===== config.mk =====
export PLATFORM = sky130hd
export DESIGN_NAME = remote_load_formatter_flat
export DESIGN_NICKNAME = d
export VERILOG_FILES = /design/src/rtl/remote_load_formatter_if.sv /design/src/rtl/remote_load_formatter.sv /design/src/flat_wrapper.sv
export SDC_FILE = /design/constraint.sdc
export NUM_CORES = 1
export LEC_CHECK = 0
export ABC_AREA = 1
export BUFFER_PORTS_ARGS = -buffer_cell sky130_fd_sc_hd__buf_2
export CAP_MARGIN = 20
export CORE_UTILIZATION = 37
export DETAILED_ROUTE_END_ITERATION = 10
export HOLD_SLACK_MARGIN = 0.15
export PLACE_DENSITY = 0.77
export SKIP_LAST_GASP = 1
export SYNTH_ARGS = -nofsm -noshare
export SYNTH_HDL_FRONTEND = slang
export SYNTH_SLANG_ARGS = --single-unit

===== constraint.sdc =====
create_clock -name clk_i -period 1.2 [get_ports clk_i]
set_input_delay 0.12 -clock clk_i [delete_from_list [all_inputs] [get_ports clk_i]]
set_output_delay 0.12 -clock clk_i [all_outputs]
set_load 0.05 [all_outputs]

===== src/rtl/remote_load_formatter_if.sv =====
// Bundles the remote-load formatter's capture, memory and response signals.
// clk/reset stay outside the bundle as plain module ports.
interface remote_load_formatter_if #(
    parameter int data_width_p = 32
);
    logic                    capture_en_i;
    logic                    is_unsigned_op_i;
    logic                    is_byte_op_i;
    logic                    is_hex_op_i;
    logic [1:0]              part_sel_i;
    logic [data_width_p-1:0] mem_data_i;
    logic [data_width_p-1:0] load_data_o;
    logic                    load_v_o;
    logic [4:0]              info_o;

    // Request side plus memory: drives captures and the returned word.
    modport master (
        output capture_en_i, is_unsigned_op_i, is_byte_op_i, is_hex_op_i,
               part_sel_i, mem_data_i,
        input  load_data_o, load_v_o, info_o
    );

    // Formatter side.
    modport slave (
        input  capture_en_i, is_unsigned_op_i, is_byte_op_i, is_hex_op_i,
               part_sel_i, mem_data_i,
        output load_data_o, load_v_o, info_o
    );
endinterface


===== src/rtl/remote_load_formatter.sv =====
// Response-side load formatter for remote loads. Captures the load attributes
// when a load is accepted; one cycle later the synchronous memory returns the
// full word and the selected byte/halfword/word is extracted and extended.
module remote_load_formatter #(
    parameter int         data_width_p     = 32,
    parameter logic [4:0] info_reset_val_p = 5'b0_0000
) (
    input  logic                    clk_i,
    input  logic                    reset_i,
    remote_load_formatter_if.slave  bus
);

    // Info packing: {is_unsigned, is_byte, is_hex, part_sel[1:0]}
    logic [4:0]              r_info_p0;
    logic                    r_vld_p0;
    logic [data_width_p-1:0] w_load_data;

    // Extract the addressed lane and sign- or zero-extend it. Byte beats
    // halfword when both flags are set; a word passes through untouched.
    function automatic logic [31:0] format_load(input logic [4:0]  info,
                                                input logic [31:0] word);
        logic [7:0]  sel_byte;
        logic [15:0] sel_half;
        logic        ext_bit;
        logic [31:0] result;
        case (info[1:0])
            2'd0:    sel_byte = word[7:0];
            2'd1:    sel_byte = word[15:8];
            2'd2:    sel_byte = word[23:16];
            default: sel_byte = word[31:24];
        endcase
        // Halfword lane comes from part_sel[1] only; part_sel[0] is ignored.
        sel_half = info[1] ? word[31:16] : word[15:0];
        if (info[3]) begin
            ext_bit = ~info[4] & sel_byte[7];
            result  = {{24{ext_bit}}, sel_byte};
        end else if (info[2]) begin
            ext_bit = ~info[4] & sel_half[15];
            result  = {{16{ext_bit}}, sel_half};
        end else begin
            result  = word;
        end
        return result;
    endfunction

    // Capture stage: hold load info on accept; valid trails capture by one cycle.
    always_ff @(posedge clk_i or posedge reset_i) begin
        if (reset_i) begin
            r_info_p0 <= info_reset_val_p;
            r_vld_p0  <= 1'b0;
        end else begin
            r_vld_p0 <= bus.capture_en_i;
            if (bus.capture_en_i) begin
                r_info_p0 <= {bus.is_unsigned_op_i, bus.is_byte_op_i,
                              bus.is_hex_op_i, bus.part_sel_i};
            end
        end
    end

    // Format stage: combinational on registered info and the live memory word.
    always_comb begin
        w_load_data = format_load(r_info_p0, bus.mem_data_i);
    end

    assign bus.load_data_o = w_load_data;
    assign bus.load_v_o    = r_vld_p0;
    assign bus.info_o      = r_info_p0;

endmodule


===== src/flat_wrapper.sv =====
// flat-port wrapper written by rule: the top's interface ports become plain ports
module remote_load_formatter_flat 
#(
    parameter int         data_width_p     = 32,
    parameter logic [4:0] info_reset_val_p = 5'b0_0000
)
  (clk_i, reset_i, bus_capture_en_i, bus_is_unsigned_op_i, bus_is_byte_op_i, bus_is_hex_op_i, bus_part_sel_i, bus_mem_data_i, bus_load_data_o, bus_load_v_o, bus_info_o);
  remote_load_formatter_if #(.data_width_p(data_width_p)) bus_i ();
  input  logic clk_i;
  input  logic reset_i;
  input wire logic [$bits(bus_i.capture_en_i)-1:0] bus_capture_en_i;
  input wire logic [$bits(bus_i.is_unsigned_op_i)-1:0] bus_is_unsigned_op_i;
  input wire logic [$bits(bus_i.is_byte_op_i)-1:0] bus_is_byte_op_i;
  input wire logic [$bits(bus_i.is_hex_op_i)-1:0] bus_is_hex_op_i;
  input wire logic [$bits(bus_i.part_sel_i)-1:0] bus_part_sel_i;
  input wire logic [$bits(bus_i.mem_data_i)-1:0] bus_mem_data_i;
  output wire logic [$bits(bus_i.load_data_o)-1:0] bus_load_data_o;
  output wire logic [$bits(bus_i.load_v_o)-1:0] bus_load_v_o;
  output wire logic [$bits(bus_i.info_o)-1:0] bus_info_o;
  assign bus_i.capture_en_i = bus_capture_en_i;
  assign bus_i.is_unsigned_op_i = bus_is_unsigned_op_i;
  assign bus_i.is_byte_op_i = bus_is_byte_op_i;
  assign bus_i.is_hex_op_i = bus_is_hex_op_i;
  assign bus_i.part_sel_i = bus_part_sel_i;
  assign bus_i.mem_data_i = bus_mem_data_i;
  assign bus_load_data_o = bus_i.load_data_o;
  assign bus_load_v_o = bus_i.load_v_o;
  assign bus_info_o = bus_i.info_o;
  remote_load_formatter #(.data_width_p(data_width_p), .info_reset_val_p(info_reset_val_p)) u_core (.clk_i(clk_i), .reset_i(reset_i), .bus(bus_i));
endmodule

; ---- After elaboration in Yosys (flattened, before gate mapping)
; Index checks and enable logic that the tools add are counted.
; Widths: inputs -> output; s select.
[totals]
regBits = 6
input_bits = 40
output_inout_bits = 38
word_cells = 12
[op_classes]
eq_ne = 2
muxes = 4
n_bitwise = 3
n_reduce_logical = 1
[op_table]
columns = operator, count
row1 = $mux 32, 2
row2 = $pmux 8 s3, 1
row3 = $mux 16, 1
row4 = $and 1x1->1, 2
row5 = $eq 2x1->1 const B, 1
row6 = $eq 2x2->1 const B, 1
row7 = $logic_not 2->1, 1
row8 = $not 1->1, 1

; ---- Depth between registers and ports, before layout
; Gate-level depths: netlist of run 1.
[logic_depth]
ltp_word = 4
ltp_mapped = 8
depth_no_buf = 7

; ---- Worst setup path before layout of run 1
; OpenSTA, ideal clock, no wires.
[synth_timing]
kind = flip-flop to output port
from = register u_core.r_info_p0[1], in the netlist u_core.bus.info_o[1]
to = output port bus_load_data_o[2]
t_arrival_ns = 2.348
t_required_ns = 1.080
setup_slack_ns = -1.268
stages_incl_launch_ff = 6
path_buffers = 1
path_cell_list = dfrtp_1 nand2_2 inv_2 buf_4 o21ai_0 o21ai_0
[synth_via]
elab_chain_len = 3
word_cells_on_any_way = 7
classes_between = eq/ne (2) / mux (4) / reduce/logical (1)
[synth_lines]
columns = item, line
row1 = from (decl), remote_load_formatter.sv:14  ; logic [4:0] r_info_p0;
row2 = from (signal assigned), remote_load_formatter.sv:49  ; r_info_p0 <= info_reset_val_p;
row3 = from (signal assigned), remote_load_formatter.sv:54  ; r_info_p0 <= {bus.is_unsigned_op_i, bus.is_byte_op_i,
row4 = $eq 2x2->1 (tied with other cells), remote_load_formatter.sv:26  ; case (info[1:0])
row5 = $pmux 8 s3 / $mux 32 (equally long branches), "remote_load_formatter.sv:26, remote_load_formatter.sv:37"
row6 = $mux 32 *, remote_load_formatter.sv:34  ; if (info[3]) begin
row7 = to (decl), flat_wrapper.sv:17  ; output wire logic [$bits(bus_i.load_data_o)-1:0] bus_load_data_o;
; Mark *: on every way between the ends. The rest lies on a longest branch, timed or not.

; ---- Worst setup path after layout of run 1
[layout_timing]
from = register u_core.r_info_p0[1], in the netlist u_core.bus.info_o[1]
to = output port bus_load_data_o[18]
[layout_via]
elab_chain_len = 4
word_cells_on_any_way = 9
classes_between = eq/ne (2) / mux (4) / bitwise (2) / reduce/logical (1)
[layout_lines]
columns = item, line
row1 = $eq 2x2->1 (tied with other cells), remote_load_formatter.sv:26
row2 = $pmux 8 s3 / $and 1x1->1 (equally long branches), "remote_load_formatter.sv:26, remote_load_formatter.sv:38"
row3 = $and 1x1->1 / $mux 32 (equally long branches), "remote_load_formatter.sv:35, remote_load_formatter.sv:37"
row4 = $mux 32 *, remote_load_formatter.sv:34
; Marked as above.

==> results of run 1 <==
==> Yosys cell counts <==
cell type and count:
clkbuf_1 5, dfrtp_1 6, a21oi_1 7, nand2_1 114, buf_4 4, buf_2 1
buf_6 2, nand2_2 1, nand3_4 1, nand3_1 9, clkinv_1 1, inv_1 12
nor2_1 10, nor2_2 2, inv_2 2, o211ai_1 7, o21ai_2 1, buf_1 1
nand3_2 2, o21ai_0 28
==> cell type report <==
class / count / area, um^2
inverters: 15 / 58.81
multi-input cells: 182 / 1149
flip-flops and latches: 6 / 157.7
clock buffers: 3 / 22.52
well taps: 31 / 38.79
fillers: 144 / 311.5
repair buffers: 116 / 1044
==> flip-flops by register name (all words and copies together), names as in the netlist <==
| register | count |
|---|---|
| u_core.bus.info_o | 5 |
| u_core.bus.load_v_o | 1 |
==> worst reg2reg max path, cell delays in order (launching register included) <==
cell and delay, ps:
dfrtp_2 400, buf_4 150, clkinv_1 110, buf_4 150, o21ai_0 140
==> worst max path at each step <==
| stage | end | slack [ps] | cells past startpoint |
|---|---|---|---|
| floorplan | bus_load_data_o[19] | -320 | 6 |
| finish | bus_load_data_o[18] | -580 | 9 |
| global route | bus_load_data_o[26] | -640 | 9 |
| global placement | bus_load_data_o[3] | -350 | 6 |
| CTS | bus_load_data_o[17] | -560 | 7 |
| detailed placement | bus_load_data_o[27] | -380 | 7 |
==> through the flow <==
stage	TNS [ps]	total power, W
floorplan	-9373	0.001567
global placement	-10830	0.001975
detailed placement	-11660	0.001989
CTS	-17140	0.002456
global route	-19530	0.002774
finish	-17440	0.002661
==> cells by family (layout without fill, tap and decap cells) <==
kind of cell,after synthesis,in the layout,synth area share [%]
buffers and inverters,28,134,12.51
flip-flops,6,6,13.78
AND/OR/NAND/NOR,139,139,52.01
AO/OA/AOI/OAI,43,43,21.70
==> power by group through the flow <==
stage / Combinational [W] / Clock, W / Sequential (W)
finish: 0.00220 / 0.000206 / 0.000254
global route: 0.00230 / 0.000215 / 0.000256
detailed placement: 0.00174 / 0 / 0.000254
CTS: 0.00200 / 0.000207 / 0.000251
floorplan: 0.00126 / 0 / 0.000310
global placement: 0.00172 / 0 / 0.000253
==> layout by cell type (no fill, tap or decap) <==
cell type / count
clkbuf_16: 2
inv_1: 11
o21ai_0: 14
o21ai_1: 4
buf_8: 13
o21ai_2: 1
inv_4: 1
nand2_2: 15
buf_12: 4
dlygate4sd3_1: 7
dfrtp_2: 3
nand2_4: 23
clkinv_1: 1
nand3_1: 9
nor2_1: 8
clkbuf_4: 4
a21oi_1: 7
inv_2: 2
buf_6: 22
buf_4: 23
nor2_4: 4
dfrtp_4: 1
nand3_4: 1
o21ai_4: 10
dfrtp_1: 2
o211ai_1: 7
buf_2: 44
nand2_1: 77
nand3_2: 2
==> per-layer routing <==
layer	vias to the layer above	GRT usage, %
met1	877	38.49
met5	-	0
li1	898	-
met4	0	3.833
met3	15	5.069
met2	106	50.17
==> repair_timing <==
action	in CTS	in global routing
pin swaps	1	13
endpoints found under the setup margin	32	33
hold buffers	7	0
endpoints found under the hold margin	12	0
buffers inserted	0	2
cloned	0	3
resized for setup	66	38
==> flow_metrics.py, run 1 <==
metrics = {
    "run_status": {
        "outcome": "finished, violations left",
        "failed_checks": "negative setup slack",
    },
    "drt": {
        "vias": 1896,
        "routedWlPerCell_um": 15.29,
        "detail_route.iter0.violations": 73,
        "wl_met3_um": 375,
        "drcViolationCount": 0,
        "wirelength_um": 5399,
        "m1WireLength_um": 2025,
        "drtPass1Iterations": 7,
        "top_layer": "met4",
        "drtAntennaViolNets": 0,
        "route.met2.wl_um": 2892,
        "via_per_inst": 5.371,
    },
    "timing": {
        "hold_violations": 0,
        "fmaxAchievable_mhz": 561.8,
        "fin_ws_ps": -580.0,
        "worst_pin_slew_ps": 361.5,
        "grt_setup_unrepaired": "true",
        "timing.final.crit_share_pct": 148.3,
        "fin_crit_ps": 1780,
        "final-max-slew-violation-count": 0,
        "fin_hold_ws_ps": 348.5,
        "slew_headroom_pct": 75.64,
        "fin_skew_ps": 0,
        "setup_violations": 33,
    },
    "power_and_ir_drop": {
        "power.density_mw_per_mm2": 1077,
        "power_frac_comb_pct": 82.7,
        "p_sw_w": 0.001467,
        "power_frac_seq_pct": 9.5,
        "p_sw_share_pct": 55.12,
        "p_leak_nw": 1.318,
        "p_int_w": 0.001194,
        "worst_ir_drop_vdd_uv": 1085,
        "clock_power_share_pct": 7.7,
    },
    "logic_synthesis": {
        "yosysTopAreaCell": "nand2_1",
        "synth_nets": 256,
        "syn_inst": 216,
        "avgSynthCellArea_um2": 5.045,
        "yosysSeqAreaShare_pct": 13.78,
        "syn-cell-area_mm2": 0.001090,
        "synth-seq-cells": 6,
        "synth_cell_types": 20,
        "synth_top_cell_area_share_pct": 39.27,
        "ys_warn_count": 0,
        "ys_top_cells_by_area": "nand2_1, dfrtp_1, o21ai_0, o211ai_1, nand3_1",
    },
    "clock_network": {
        "cts_sinks": 6,
        "cts_buffers": 3,
        "clk_pin_slew_worst_paths_ps": 60,
        "htree_num_levels": 1,
        "clkLatencyLatePin_ps": 240,
        "cts_tree": "built",
        "root_buffer": "clkbuf_4",
        "clockBufferDepth": 2,
    },
    "worst_setup_path": {
        "endpoint_kind": "output port",
        "cp_slowest_cell": "dfrtp_4",
        "crit_start": "u_core.bus.info_o[1]$_DFFE_PP0P_",
        "critical-path-top-delay-family": "flip-flops",
        "cp_data_required_time_ps": 1080,
        "worst_path_most_repeated_cell": "nand2_1",
        "crit_buf_inv": 3,
        "r2r_end": "u_core.bus.info_o[2]$_DFFE_PP0P_",
        "start_kind": "flop",
        "cp_cell_sequence": "buf_6, nand2_1, nand2_1, nand3_2, buf_12, nand2_1, nand2_2, nand2_4, buf_8",
        "rr_startpoint": "u_core.bus.info_o[2]$_DFFE_PP0P_",
        "crit_fanout": 16,
        "arrival_ps": 1660,
        "critical_path.max_stage_delay_ps": 540,
        "reg2reg_slack_ps": 180,
        "r2r_cells": 4,
        "crit_type": "reg -> out",
    },
    "worst_hold_path": {
        "min_path_type": "in -> async",
    },
    "placed_design": {
        "dp_hpwl_um": 3201,
        "portBuffers": 77,
        "gp_congestion": 0.8541,
        "post-place-ws_ps": -376.0,
        "place_inst": 338,
        "dpl_cell_area_mm2": 0.001984,
    },
    "global_routing": {
        "grt_pass1_vias": 1606,
        "grt_pass1_wl_um": 7251,
        "antenna_found_initial": 0,
        "track_usage_pct": 28.95,
        "grt_max_degree": 23,
        "grt-ovfl-total": 0,
    },
    "floorplanning": {
        "row_count": 19,
        "die_width_um": 56.27,
        "io_pins": 78,
        "fp.dieH_um": 56.27,
        "die_area_mm2": 0.003166,
        "start_util_pct": 39.18,
        "core_area_mm2": 0.002781,
    },
    "layout": {
        "area_delta_synth_final_pct": 126.6,
        "final_util_pct": 88.80,
        "fin_nets": 364,
        "instances_no_fill": 353,
        "final_area_mm2": 0.002470,
        "drive_above_1_share_pct": 54.35,
        "diodes": 0,
    },
    "job": {
        "max-cap-violations": 0,
    },
}
Power figures use the tool's default switching activity.
==> run 2, diff against run 1 <==
BUFFER_PORTS_ARGS = -buffer_cell sky130_fd_sc_hd__clkbuf_2   (was -buffer_cell sky130_fd_sc_hd__buf_2)
==> run 2 against run 1 <==
The run now fails in global routing. Area after synthesis did not move. Synthesized cell count did not move.
==> flow_metrics.py, run 2 <==
metrics = {
    "run_status": {
        "outcome": "did not finish",
        "failed_stage": "global routing",
        "error_line": "[ERROR DPL-0033] detailed placement checks failed during check placement.",
    },
    "logic_synthesis": {
        "yosysMostFrequentCell": "nand2_1",
        "avgSynthCellArea_um2": 5.045,
        "synth-seq-cells": 6,
        "ys_warn_count": 0,
        "syn_inst": 216,
        "synth_nets": 256,
        "yosysSeqAreaShare_pct": 13.78,
        "yosysTopAreaCell": "nand2_1",
        "synth_top_cell_area_share_pct": 39.27,
        "synth-async-reset-ratio_pct": 100.0,
        "synth_edf_count": 0,
        "synth_common_cells": "nand2_1, o21ai_0, inv_1, nor2_1, nand3_1",
        "synthFlopType": "dfrtp_1",
        "ys_top_cells_by_area": "nand2_1, dfrtp_1, o21ai_0, o211ai_1, nand3_1",
        "synth_cell_types": 20,
        "syn-cell-area_mm2": 0.001090,
    },
    "floorplanning": {
        "fp.dieH_um": 56.27,
        "io_pins": 78,
        "row_count": 19,
        "die_width_um": 56.27,
        "start_util_pct": 39.18,
    },
    "placed_design": {
        "portBuffers": 77,
        "dpl_cell_area_mm2": 0.002247,
        "place_inst": 345,
        "gp_congestion": 0.8451,
        "dp_hpwl_um": 3483,
    },
    "clock_network": {
        "cts_sinks": 6,
        "clockBufferDepth": 2,
        "root_buffer": "clkbuf_4",
        "cts_buffers": 3,
        "htree_num_levels": 1,
    },
    "global_routing": {
        "antenna_found_initial": 0,
        "grt_max_degree": 20,
    },
    "timing": {
        "postGrtWorstEndpoint": "bus_load_data_o[10]",
        "endpoint_type": "output port",
    },
}
## run 2: cell counts after synthesis
Identical to the previous run, type by type.
## run 2: logic make-up after synthesis
| group | Yosys count | synth area share (%) |
|---|---|---|
| AO/OA/AOI/OAI | 43 | 21.70 |
| flip-flops | 6 | 13.78 |
| AND/OR/NAND/NOR | 139 | 52.01 |
| buffers and inverters | 28 | 12.51 |
## run 2: metrics by stage
stage / util (%) / setup slack [ps]
CTS: 90.78 / -595.3
detailed placement: 80.79 / -428.5
global placement: 80.79 / -359.3
floorplan: - / -320.3
## run 2: repair_timing
item                       CTS
pin swaps                    1
hold endpoints to repair    12
hold buffers                 7
resized for setup           42
setup endpoints to repair   32
cloned                       0
buffers inserted             2
==> run 3, diff against run 2 <==
CORE_AREA = 2 2 63 65   (was not set)
CORE_UTILIZATION = not set   (was 37)
DIE_AREA = 0 0 65 67   (was not set)
HOLD_SLACK_MARGIN = not set   (was 0.15)
PLACE_DENSITY = not set   (was 0.77)
PLACE_DENSITY_LB_ADDON = 0.15   (was not set)
clock period = 1.6 ns   (was 1.2 ns; I/O delays follow)
==> run 3 against run 2 <==
The flow now finishes, with violations (negative setup slack).
==> flow_metrics.py, run 3 (synthesis results as in run 1) <==
metrics = {
    "run_status": {
        "outcome": "finished, violations left",
        "failed_checks": "negative setup slack",
    },
    "layout": {
        "drive_above_1_share_pct": 50.65,
        "layout_commonest_cell": "nand2_1",
        "final_area_mm2": 0.002307,
        "area_delta_synth_final_pct": 111.7,
        "largest_reg_flops": 5,
        "fin_nets": 350,
        "diodes": 0,
        "final_cell_mix": "nand2_1, clkbuf_2, clkbuf_8",
    },
    "worst_setup_path": {
        "cp_cell_sequence": "buf_4, o21ai_4, nand3_4, nand3_4, nand2_2, clkbuf_8",
        "cp_slowest_cell": "dfrtp_2",
        "crit_buf_inv": 2,
        "worstSetupEndpoint": "bus_load_data_o[15]",
        "rr_startpoint": "u_core.bus.info_o[4]$_DFFE_PP0P_",
        "critical-path-top-delay-family": "flip-flops",
        "r2r_cells": 3,
        "crit_start": "u_core.bus.info_o[1]$_DFFE_PP0P_",
        "r2r_end": "u_core.bus.info_o[4]$_DFFE_PP0P_",
        "start_kind": "flop",
        "critical_path_depth": 6,
        "critical_path.max_stage_delay_ps": 470,
        "crit_type": "reg -> out",
        "cp_data_required_time_ps": 1440,
        "worst_path_most_repeated_cell": "nand3_4",
        "endpoint_kind": "output port",
        "arrival_ps": 1570,
        "reg2reg_slack_ps": 610,
        "crit_fanout": 8,
    },
    "timing": {
        "timing.final.crit_share_pct": 108.1,
        "hold_violations": 0,
        "fin_crit_ps": 1730,
        "fin_ws_ps": -130.0,
        "fmaxAchievable_mhz": 578.0,
        "grt_setup_unrepaired": "true",
        "worst_pin_slew_ps": 345.0,
        "setup_violations": 32,
        "slew_headroom_pct": 76.76,
        "fin_skew_ps": 0,
        "final-max-slew-violation-count": 0,
    },
    "clock_network": {
        "clkLatencyLatePin_ps": 220,
        "htree_num_levels": 1,
        "clk_pin_slew_worst_paths_ps": 40,
        "cts_buffers": 3,
        "root_buffer": "clkbuf_8",
        "clockBufferDepth": 2,
        "cts_sinks": 6,
        "cts_tree": "built",
    },
    "drt": {
        "vias": 1676,
        "drcViolationCount": 0,
        "drtPass1Iterations": 4,
        "via_per_inst": 4.708,
        "routedWlPerCell_um": 13.46,
        "detail_route.iter0.violations": 139,
        "drtAntennaViolNets": 0,
        "wirelength_um": 4790,
    },
    "placed_design": {
        "dpl_cell_area_mm2": 0.001735,
        "portBuffers": 77,
        "dp_hpwl_um": 3146,
        "gp_congestion": 0.8386,
    },
    "floorplanning": {
        "start_util_pct": 30.22,
        "core_area_mm2": 0.003606,
        "die_width_um": 65,
        "io_pins": 78,
        "fp.dieH_um": 67,
        "row_count": 22,
        "die_area_mm2": 0.004355,
    },
    "job": {
        "max-cap-violations": 0,
    },
    "power_and_ir_drop": {
        "p_total_w": 0.001975,
        "power_frac_comb_pct": 79.0,
        "clock_power_share_pct": 11.6,
        "p_sw_share_pct": 52.96,
        "p_leak_nw": 1.210,
        "p_int_w": 0.0009293,
        "power.density_mw_per_mm2": 856.2,
        "worst_ir_drop_vdd_uv": 316.8,
        "p_sw_w": 0.001046,
        "power_frac_seq_pct": 9.3,
    },
    "global_routing": {
        "grt_pass1_vias": 1614,
        "antenna_found_initial": 0,
        "grt_pass1_wl_um": 7686,
        "track_usage_pct": 22.90,
        "grt_max_degree": 22,
        "grt-ovfl-total": 0,
    },
    "worst_hold_path": {
        "min_path_type": "in -> reg",
    },
}
## run 3: routing by layer
metal  vias up  share of wire [%]  global-route usage [%]
met2        58                 50                   40.34
met5         -                  0                       0
met3         3                4.7                   4.392
met1       734                 45                   29.55
li1        881                  -                       -
met4         0               0.17                   2.926
## run 3: metrics by stage
step | TNS (ps) | cells | util (%) | hold WS [ps] | worst slack (ps)
global placement | -631.3 | 341 | 48.13 | 65.35 | -46.77
finish | -3000 | 356 | 63.98 | 140.3 | -130.0
global route | -5252 | 356 | 63.98 | 150.6 | -203.2
floorplan | -2329 | 216 | - | -49.31 | -115.2
CTS | -2739 | 354 | 63.19 | 138.5 | -118.5
detailed placement | -1318 | 341 | 48.13 | 67.46 | -70.13
## run 3: worst register-to-register path, stage by stage (launching register included)
cell and delay, ps:
dfrtp_1 390, clkinvlp_4 200, buf_12 200, o21ai_0 130
## run 3: power by group through the flow
stage	sequential (W)	clock, W	combinational, W
after global routing	0.000187	0.000246	0.00164
after CTS	0.000184	0.000232	0.00153
after floorplan	0.000227	0	0.000806
final	0.000185	0.000230	0.00156
after global placement	0.000184	0	0.00121
after detailed placement	0.000184	0	0.00121
## run 3: worst min path at each step
| stage | from | to | slack (ps) | cells past startpoint |
|---|---|---|---|---|
| 2_1_floorplan | reset_i | u_core.bus.info_o[4]$_DFFE_PP0P_ | -50 | 1 |
| 3_3_place_gp | reset_i | u_core.bus.load_v_o$_DFF_PP0_ | 70 | 2 |
| 3_5_place_dp | reset_i | u_core.bus.load_v_o$_DFF_PP0_ | 70 | 2 |
| 4_1_cts | bus_is_byte_op_i | u_core.bus.info_o[3]$_DFFE_PP0P_ | 140 | 3 |
| 5_1_grt | bus_is_unsigned_op_i | u_core.bus.info_o[4]$_DFFE_PP0P_ | 150 | 3 |
| 6_report | bus_is_byte_op_i | u_core.bus.info_o[3]$_DFFE_PP0P_ | 140 | 3 |
## run 3: what timing repair did
action,4_1_cts,5_1_grt
pin swaps,22,6
setup buffers,5,2
endpoints found under the hold margin,6,0
cloned,4,0
setup endpoints to repair,32,32
gates resized for setup,99,6
hold buffers,1,0
## run 3: layout make-up
cell class,instances,area (um^2)
Fill cell,316,1299
Multi-Input combinational cell,186,1062
Timing Repair Buffer,98,922.1
Sequential cell,6,155.1
Inverter,15,66.31
Tap cell,48,60.06
Clock buffer,3,41.29
==> run 4, diff against run 3 <==
SETUP_SLACK_MARGIN = 0.4   (was not set)
SKIP_CTS_REPAIR_TIMING = 1   (was not set)
==> run 4 against run 3 <==
The run still ends with negative setup slack left. Cell area grew 10%. Total power grew 11%. Die area is the same. First-iteration DRC count shrank 45%. Fmax shrank 5.2%. Core utilization grew 6.6 points. Largest cell class unchanged. Sequential power grew 5%. Clock power grew 5%. Hold slack is essentially flat. Clock-buffer cell count grew 1. Sequential share of layout area shrank 0.53 points.
==> flow_metrics.py, run 4 (synthesis results as in run 1) <==
metrics = {
    "layout": {
        "fill_cells": 306,
        "area_delta_synth_final_pct": 133.5,
        "layout_commonest_cell": "nand2_1",
        "fin_nets": 351,
        "diodes": 0,
        "final_cell_mix": "nand2_1, clkbuf_2, nand2_4, buf_12, buf_4",
        "largest_reg_flops": 5,
        "drive_above_1_share_pct": 51.61,
        "instances_no_fill": 358,
    },
    "timing": {
        "fin_hold_ws_ps": 139.8,
        "hold_violations": 0,
        "fmaxAchievable_mhz": 548.2,
        "fin_ws_ps": -224.1,
        "fin_skew_ps": 0,
        "timing.final.crit_share_pct": 114.0,
        "worst_pin_slew_ps": 364.0,
        "grt_setup_unrepaired": "true",
        "final-max-slew-violation-count": 0,
        "setup_violations": 32,
        "fin_crit_ps": 1824,
        "slew_headroom_pct": 75.47,
    },
    "drt": {
        "vias": 1768,
        "wirelength_um": 4743,
        "drcViolationCount": 0,
        "via_per_inst": 4.939,
        "detail_route.iter0.violations": 77,
        "drtAntennaViolNets": 0,
        "routedWlPerCell_um": 13.25,
        "drtPass1Iterations": 4,
    },
    "global_routing": {
        "antenna_found_initial": 0,
        "grt-ovfl-total": 0,
        "grt_pass1_vias": 1481,
        "use_met3_pct": 2.027,
        "use_met2_pct": 36.98,
        "grt_max_degree": 17,
        "grt-busiest-layer": "met2",
        "track_usage_pct": 19.34,
        "grt_pass1_wl_um": 6568,
        "use_met1_pct": 22.11,
    },
    "worst_hold_path": {
        "hold_path_startpoint": "bus_is_hex_op_i",
        "hold_depth": 3,
        "whs_endpoint": "u_core.bus.info_o[2]$_DFFE_PP0P_",
        "min_path_type": "in -> reg",
    },
    "worst_setup_path": {
        "reg2reg_slack_ps": 560,
        "crit_fanout": 8,
        "crit_type": "reg -> out",
        "rr_startpoint": "u_core.bus.info_o[3]$_DFFE_PP0P_",
        "start_kind": "flop",
        "arrival_ps": 1660,
        "cp_cell_sequence": "nand2_2, nor2_2, nor2_2, nand3_4, clkbuf_16, nand2_4, buf_12",
        "endpoint_kind": "output port",
        "critical_path.max_stage_delay_ps": 540,
        "cp_data_required_time_ps": 1440,
        "r2r_end": "u_core.bus.info_o[3]$_DFFE_PP0P_",
        "r2r_cells": 3,
        "worst_path_most_repeated_cell": "nor2_2",
        "cp_slowest_cell": "dfrtp_4",
    },
    "power_and_ir_drop": {
        "power.density_mw_per_mm2": 859.3,
        "p_leak_nw": 1.315,
        "worst_ir_drop_vdd_uv": 678.1,
        "power_frac_comb_pct": 80.1,
        "p_sw_w": 0.001098,
        "clock_power_share_pct": 11.0,
        "power_frac_seq_pct": 8.9,
        "p_sw_share_pct": 50.23,
        "p_int_w": 0.001089,
        "p_total_w": 0.002187,
    },
    "placed_design": {
        "post-place-ws_ps": -89.88,
        "dp_hpwl_um": 3439,
        "gp_congestion": 0.8131,
        "portBuffers": 77,
        "place_inst": 347,
    },
    "clock_network": {
        "clockBufferDepth": 2,
        "clkLatencyLatePin_ps": 230,
        "root_buffer": "clkbuf_8",
        "cts_buffers": 3,
        "cts_tree": "built",
        "htree_num_levels": 1,
        "clk_pin_slew_worst_paths_ps": 40,
        "cts_sinks": 6,
    },
    "run_status": {
        "failed_checks": "negative setup slack",
        "outcome": "finished, violations left",
    },
    "floorplanning": {
        "die_width_um": 65,
        "fp.dieH_um": 67,
        "core_area_mm2": 0.003606,
        "row_count": 22,
        "die_area_mm2": 0.004355,
        "io_pins": 78,
        "start_util_pct": 30.22,
    },
    "job": {
        "max-cap-violations": 0,
    },
}
[run 4: area by class of cell]
cell class	count	area (um^2)	share of cell area, %
Clock buffer	4	45.04	1.770
Sequential cell	6	157.7	6.195
Inverter	15	61.31	2.409
Tap cell	48	60.06	2.360
Timing Repair Buffer	102	1075	42.23
Multi-Input combinational cell	183	1146	45.03
[run 4: worst max-delay path: cells and delay by family (launching register included)]
family | cells | cell delay [ps]
flip-flops | 1 | 540
AND/OR/NAND/NOR | 5 | 540
buffers and inverters | 2 | 350
[run 4: how the worst max path moves through the flow]
stage                                      to  depth (start not counted)                              from
after detailed placement  bus_load_data_o[23]                          9  u_core.bus.info_o[1]$_DFFE_PP0P_
after floorplan           bus_load_data_o[19]                          6  u_core.bus.info_o[1]$_DFFE_PP0P_
after CTS                 bus_load_data_o[23]                          9  u_core.bus.info_o[1]$_DFFE_PP0P_
after global placement    bus_load_data_o[23]                          9  u_core.bus.info_o[1]$_DFFE_PP0P_
final                     bus_load_data_o[27]                          7  u_core.bus.info_o[1]$_DFFE_PP0P_
after global routing      bus_load_data_o[27]                          7  u_core.bus.info_o[1]$_DFFE_PP0P_
[run 4: routing by layer]
metal / wire length [um] / vias to the layer above
met5: 0 / -
met4: 108 / 0
met3: 236 / 9
met2: 2593 / 69
met1: 1805 / 811
li1: - / 879
[run 4: through the flow]
step           TNS, ps  util, %  cell area (um^2)
6_report         -5991    70.58              2545
5_1_grt          -8154    70.58              2545
4_1_cts          -7112    64.02              2308
3_5_place_dp    -430.6    62.77              2263
3_3_place_gp    -186.9    62.77              2263
2_1_floorplan        0        -              1420
[run 4: power by group through the flow]
stage	Clock [W]	Combinational [W]	Sequential (W)
floorplan	0	0.000943	0.000232
global placement	0	0.00159	0.000191
detailed placement	0	0.00160	0.000191
CTS	0.000249	0.00160	0.000190
global route	0.000260	0.00184	0.000196
finish	0.000242	0.00175	0.000194
